==> config.mk <==
export PLATFORM = sky130hd
export DESIGN_NAME = dmem_arbiter
export DESIGN_NICKNAME = d
export VERILOG_FILES = /design/src/rtl/dmem_arbiter.sv
export SDC_FILE = /design/constraint.sdc
export NUM_CORES = 1
export LEC_CHECK = 0
export BUFFER_PORTS_ARGS = -buffer_cell sky130_fd_sc_hd__buf_4
export CORE_AREA = 5 5 117 119
export DETAILED_ROUTE_END_ITERATION = 12
export DIE_AREA = 0 0 122 124
export PLACE_DENSITY = 0.81
export SKIP_LAST_GASP = 1
export SLEW_MARGIN = 25
export SYNTH_ARGS = -nofsm -noshare
export SYNTH_HDL_FRONTEND = slang
export SYNTH_SLANG_ARGS = --single-unit
==> constraint.sdc <==
create_clock -name clk -period 3.35 [get_ports clk]
set_input_delay 0.5025 -clock clk [delete_from_list [all_inputs] [get_ports clk]]
set_output_delay 0.5025 -clock clk [all_outputs]
set_load 0.01 [all_outputs]
==> src/rtl/dmem_arbiter.sv <==
// Round-robin two-port front end for a single-port, byte-write-enabled data memory.
// Handles lane steering for stores, load extension, and misaligned/illegal access flagging.
module dmem_arbiter #(
    parameter int AW = 32
) (
    input  logic          clk,
    input  logic          rst_n,

    input  logic          p0_req,
    input  logic          p0_we,
    input  logic [1:0]    p0_size,
    input  logic          p0_uns,
    input  logic [AW-1:0] p0_addr,
    input  logic [31:0]   p0_wdata,
    output logic          p0_gnt,
    output logic          p0_rvalid,
    output logic          p0_err,
    output logic [31:0]   p0_rdata,

    input  logic          p1_req,
    input  logic          p1_we,
    input  logic [1:0]    p1_size,
    input  logic          p1_uns,
    input  logic [AW-1:0] p1_addr,
    input  logic [31:0]   p1_wdata,
    output logic          p1_gnt,
    output logic          p1_rvalid,
    output logic          p1_err,
    output logic [31:0]   p1_rdata,

    output logic [AW-1:0] mem_addr,
    output logic [31:0]   mem_din,
    output logic [3:0]    mem_we,
    input  logic [31:0]   mem_dout
);

    typedef enum logic {
        S_IDLE,
        S_WAIT
    } state_t;

    state_t        state_q, state_d;
    logic          last_q;
    logic          any_gnt;

    logic          w_we;
    logic [1:0]    w_size;
    logic          w_uns;
    logic [AW-1:0] w_addr;
    logic [31:0]   w_wdata;
    logic          w_err;

    logic          r_port;
    logic          r_we;
    logic [1:0]    r_size;
    logic          r_uns;
    logic [1:0]    r_lo;
    logic          r_err;

    logic [7:0]    lane_b;
    logic [15:0]   lane_h;
    logic [31:0]   fmt_data;

    // last_q = 1 means port 1 was granted most recently, so port 0 wins a tie.
    always_comb begin
        p0_gnt = 1'b0;
        p1_gnt = 1'b0;
        if (rst_n && state_q == S_IDLE) begin
            if (p0_req && (!p1_req || last_q)) begin
                p0_gnt = 1'b1;
            end else if (p1_req) begin
                p1_gnt = 1'b1;
            end
        end
    end

    assign any_gnt = p0_gnt | p1_gnt;

    always_comb begin
        w_we    = p1_gnt ? p1_we    : p0_we;
        w_size  = p1_gnt ? p1_size  : p0_size;
        w_uns   = p1_gnt ? p1_uns   : p0_uns;
        w_addr  = p1_gnt ? p1_addr  : p0_addr;
        w_wdata = p1_gnt ? p1_wdata : p0_wdata;
    end

    always_comb begin
        w_err = 1'b0;
        case (w_size)
            2'b00:   w_err = 1'b0;
            2'b01:   w_err = w_addr[0];
            2'b10:   w_err = (w_addr[1:0] != 2'b00);
            default: w_err = 1'b1;
        endcase
    end

    always_comb begin
        mem_addr = '0;
        mem_din  = '0;
        mem_we   = '0;
        if (any_gnt) begin
            mem_addr = w_addr;
            case (w_size)
                2'b00:   mem_din = {4{w_wdata[7:0]}};
                2'b01:   mem_din = {2{w_wdata[15:0]}};
                default: mem_din = w_wdata;
            endcase
            if (w_we && !w_err) begin
                case (w_size)
                    2'b00:   mem_we = 4'b0001 << w_addr[1:0];
                    2'b01:   mem_we = w_addr[1] ? 4'b1100 : 4'b0011;
                    default: mem_we = 4'b1111;
                endcase
            end
        end
    end

    always_comb begin
        state_d = state_q;
        case (state_q)
            S_IDLE:  if (any_gnt) state_d = S_WAIT;
            S_WAIT:  state_d = S_IDLE;
            default: state_d = S_IDLE;
        endcase
    end

    always_ff @(posedge clk or negedge rst_n) begin
        if (!rst_n) begin
            state_q <= S_IDLE;
            last_q  <= 1'b1;
            r_port  <= 1'b0;
            r_we    <= 1'b0;
            r_size  <= 2'b00;
            r_uns   <= 1'b0;
            r_lo    <= 2'b00;
            r_err   <= 1'b0;
        end else begin
            state_q <= state_d;
            if (any_gnt) begin
                last_q <= p1_gnt;
                r_port <= p1_gnt;
                r_we   <= w_we;
                r_size <= w_size;
                r_uns  <= w_uns;
                r_lo   <= w_addr[1:0];
                r_err  <= w_err;
            end
        end
    end

    always_comb begin
        lane_b   = '0;
        fmt_data = '0;
        case (r_lo)
            2'd0:    lane_b = mem_dout[7:0];
            2'd1:    lane_b = mem_dout[15:8];
            2'd2:    lane_b = mem_dout[23:16];
            default: lane_b = mem_dout[31:24];
        endcase
        lane_h = r_lo[1] ? mem_dout[31:16] : mem_dout[15:0];
        case (r_size)
            2'b00:   fmt_data = r_uns ? {24'h0, lane_b} : {{24{lane_b[7]}}, lane_b};
            2'b01:   fmt_data = r_uns ? {16'h0, lane_h} : {{16{lane_h[15]}}, lane_h};
            default: fmt_data = mem_dout;
        endcase
        if (r_we || r_err) begin
            fmt_data = '0;
        end
    end

    // Completion registers hold rdata/err until the owning port's next completion.
    always_ff @(posedge clk or negedge rst_n) begin
        if (!rst_n) begin
            p0_rvalid <= 1'b0;
            p0_err    <= 1'b0;
            p0_rdata  <= '0;
            p1_rvalid <= 1'b0;
            p1_err    <= 1'b0;
            p1_rdata  <= '0;
        end else begin
            p0_rvalid <= 1'b0;
            p1_rvalid <= 1'b0;
            if (state_q == S_WAIT) begin
                if (r_port) begin
                    p1_rvalid <= 1'b1;
                    p1_rdata  <= fmt_data;
                    p1_err    <= r_err;
                end else begin
                    p0_rvalid <= 1'b1;
                    p0_rdata  <= fmt_data;
                    p0_err    <= r_err;
                end
            end
        end
    end

endmodule

# Yosys cells after proc, flatten, opt, wreduce, memory -nomap -nowiden
# Cells that the tools add are included.
# W data, S select, Z words.
totals:
  input_bits: 172
  regBits: 78
  wordCells: 66
op_classes:
  n_bitwise: 3
  n_mux: 30
  n_eq_ne: 5
  reduce_logical: 13
  shifts: 1
op_table:
  columns: ["cell", "count"]
  rows:
  - ["$mux W32", 7]
  - ["$pmux W32 S2", 2]
  - ["$pmux W8 S3", 1]
  - ["$mux W16", 1]
  - ["$mux W1", 12]
  - ["$mux W4", 3]
  - ["$pmux W4 S2", 1]
  - ["$eq A2 B1 Y1 const B", 3]
  - ["$logic_not A2 Y1", 3]
  - ["$eq A2 B2 Y1 const B", 2]
  - ["$reduce_and A2 Y1", 2]
  - ["$shl A1 B2 Y4 const A", 1]
  - ["$logic_and A1 B1 Y1", 3]
  - ["$pmux W1 S3", 1]
  - ["$logic_not A1 Y1", 2]
  - ["$logic_or A1 B1 Y1", 2]
  - ["$mux W2", 1]
  - ["$not A1 Y1", 2]
  - ["$pmux W1 S2", 1]
  - ["$reduce_bool A2 Y1", 1]
  - ["$or A1 B1 Y1", 1]

# Logic depth before layout (Yosys ltp)
logic_depth:
  word_depth: 12
  ltp_mapped: 6
  mapped_depth_nobuf: 5

# Worst setup path before layout
# Ideal clock, no wire load.
synth_timing:
  path_kind: "input port to output port"
  start: "input port p1_req"
  end: "output port mem_din[30]"
  cell_stages: 5
  arrival_time_ns: 1.707
  slack_ns: 1.141
  path_cell_list: "nand3b_1 > a21o_1 > clkbuf_1 > mux2_2 > o21ai_0"
synth_between:
  elab_chain_len: 9
synth_lines:
  columns: ["item", "line_no", "source"]
  rows:
  - ["start: declaration", "20", "input logic p1_req,"]
  - ["$logic_not A1 Y1", "69", "if (p0_req && (!p1_req || last_q)) begin"]
  - ["$logic_or A1 B1 Y1", "69", null]
  - ["$logic_and A1 B1 Y1", "69", null]
  - ["$mux W1", "69", null]
  - ["$mux W1", "68", "if (rst_n && state_q == S_IDLE) begin"]
  - ["$mux W2", "81", "w_size = p1_gnt ? p1_size : p0_size;"]
  - ["$eq A2 B1 Y1 or $logic_not A2 Y1 (tied branches)", "103", "case (w_size)"]
  - ["$pmux W32 S2", "103", null]
  - ["$mux W32 (*)", "101", "if (any_gnt) begin"]
  - ["end: declaration", "32", "output logic [31:0] mem_din,"]
# Mark *: on every way between the ends. The rest lies on a longest branch, timed or not.

# Worst setup path in the final report
layout_timing:
  start: "register last_q"
  end: "output port mem_din[27]"
layout_between:
  elab_chain_len: 8
layout_lines:
  columns: ["item", "line_no", "source"]
  rows:
  - ["start: declaration", "43", "logic last_q;"]
  - ["start signal: assignment", "140", "last_q <= p1_gnt;"]
  - ["$logic_or A1 B1 Y1 (*)", "69", null]
  - ["$logic_and A1 B1 Y1 (*)", "69", null]
  - ["$mux W1", "69", null]
  - ["$mux W1", "68", null]
  - ["$mux W2", "81", null]
  - ["$eq A2 B1 Y1 or $logic_not A2 Y1 (tied branches)", "103", null]
  - ["$pmux W32 S2", "103", null]
  - ["$mux W32 (*)", "101", null]
# Marks and branches as above.

==> metrics <==
Mean Syn Cell Area=8.70 um^2; sequential cell area=1950 um^2; WL per Instance=20.6 um; setup ws final=0.437 ns; total power=5.07 mW; Multi-input gate area=3020 um^2; # diodes=0; fin nets=1056; core area=12500 um^2; ANT nets after route=0; Post-Place Setup Slack=0.628 ns; layout cell share with drive strength beyond 1=0.398; CTS tree=yes; PortBufs=309; top cell type's share of synthesized area=0.368; vias after detailed routing=5990; antenna violations before repair=0; CP required=2.85 ns; unrepaired setup endpoints after global routing=false; crit path launch type=register; clk slew on worst S/H paths=0.05 ns; mapped cell area=5240 um^2; Longest Clk Path Bufs=2; Final Skew=0.00438 ns; most instantiated cells after synthesis=117 x nand2_1, 77 x dfrtp_1, 64 x mux2i_1; chip height=124 um; Final period util=0.869; dpl hpwl=16.8 mm; DRC=0; synthesized instance count=602; Post-Route Setup TNS=0 ns; status=finished, final reports clean; first-pass GRT wire length=32.5 mm; kind of critical path=reg -> out; clk_lat worst skew=0.34 ns; Rel. slew slack=0.357; synthesis-stage register bit count=78; Max Cap Violations=0; Seq/Total Area, Yosys=0.373; vias per inst=5.65; Final Max Tran Viols=0; total CTS buffers=9; drt total wl=21.9 mm; HP Class=in -> async; gp weighted congestion=0.916; Warnings, synthesis=0; I/O pins=310; Setup Buffers After CTS=0; ranking of synthesized cells by area=dfrtp_1 37%, mux2i_1 12%, a22o_1 9.0%; Fin. Hold Viols=0; gr usage total=0.277; syn nets=774; Starting Density=0.420; Synth area leader=dfrtp_1; static leakage=3.97 nW; fmax=343 MHz; Final min period=2.91 ns; drt pass-1 iters=5; asr flop ratio synth=1.00; Post-CTS Resized=0; pin count of the biggest net entering global routing=77; Final Non-Filler Cells=1061; synthesis-to-layout area growth=52.3%; number of cell rows=41; pwr/cell area=635 nW/um^2; DIE AREA=15100 um^2; total global routing overflow=0; most used flip-flop cell after synthesis=dfrtp_1; CP max FO=31; Post-synth EDFFs=0; chip width=122 um; maximum VDD drop=0.345 mV; Starting DRT DRC Count=551; dpl cells=1044; Synth cell types=45; vias in the first global route=5761; top-count cell post-synth=nand2_1; clock sink count=78; Data arrival, critical path=2.41 ns; Slew @ Worst Pin=0.958 ns; Root Driver=clkbuf_16; Fillers=1070; Setup Viol. Count Final=0; Critical Path Sink Type=output port; Finished Core Util=0.640; H-tree depth=3
[final cells by class]
type                            count  share of cell area
Multi-Input combinational cell    461               0.378
Timing Repair Buffer              324               0.307
Sequential cell                    78               0.245
Clock buffer                       13              0.0326
Tap cell                          172              0.0270
Clock inverter                      3             0.00533
Inverter                           10             0.00470
[sequential cells by signal, indices dropped and copies added, names as in the netlist]
register and cells:
r_lo 2, r_port 1, state_q 1, p1_rvalid 1, p0_rvalid 1, r_uns 1
p1_err 1, r_err 1, p0_err 1, last_q 1, r_we 1, p1_rdata 32
p0_rdata 32, r_size 2
[cell families after synthesis]
group	Yosys count	synth area share
XOR/XNOR	2	0.00334
flip-flops	78	0.373
AO/OA/AOI/OAI	213	0.280
AND/OR/NAND/NOR	173	0.150
multiplexers	73	0.144
buffers and inverters	63	0.0506
[routing by layer]
| layer | share of wire | track usage | routed length, um |
|---|---|---|---|
| met2 | 0.49 | 0.468 | 10800 |
| met1 | 0.40 | 0.359 | 8820 |
| met3 | 0.091 | 0.0745 | 2000 |
| met4 | 0.014 | 0.0553 | 305 |
| met5 | 0 | 0 | 0 |
[report_power, final]
group	internal (mW)	switching (mW)	total [mW]
Sequential	1.37	0.284	1.65
Clock	0.617	0.369	0.986
Combinational	1.19	1.24	2.43
[critical path, stage by stage, from the launching register on]
cell and delay (ns):
dfstp_2 0.55, a21o_1 0.13, clkinv_1 0.56, buf_12 0.41
a32oi_1 0.14, o21ai_0 0.11, buf_4 0.16
[what timing repair did]
action / CTS / global route
setup endpoints to repair: 0 / 0
hold buffers: 1 / 0
endpoints found under the hold margin: 2 / 0
[cells in the final DEF, fill, tap and decap left out, drive strengths merged, types with 2 or more instances in the layout]
cell	n
buf	323
nand2	117
dfrtp	77
mux2i	64
a22o	54
a21oi	41
o21ai	36
o22ai	17
o21a	17
nor2	16
nor2b	15
clkbuf	13
a31oi	10
mux2	8
a32oi	8
o211ai	8
o221ai	7
inv	6
a211oi	5
clkinv	5
nand2b	4
nor3	4
nand3	4
nor3b	3
a22oi	3
nor4	3
nand3b	2
a2bb2oi	2
xnor2	2
[final timing paths]
| path | from | end | slack, ns | depth (start not counted) |
|---|---|---|---|---|
| worst max-delay path | last_q | mem_din[27] | 0.44 | 6 |
| worst min-delay path | rst_n | r_size[1] | 0.32 | 2 |
| worst max register to register | r_lo[1] | p1_rdata[17] | 1.22 | 4 |
| worst min register to register | p1_rdata[2] | p1_rdata[2] | 0.48 | 2 |
| max in group asynchronous | rst_n | p1_rdata[17] | 2.58 | 2 |
| min in group clk | p1_uns | r_uns | 0.39 | 3 |
[per-stage QoR]
stage	cell area, um^2	hold WS (ns)
floorplan	5240	0.207
global placement	7660	0.301
detailed placement	7660	0.303
CTS	7980	0.389
global route	7980	0.394
finish	7980	0.322
(Power assumes the default switching activity.)
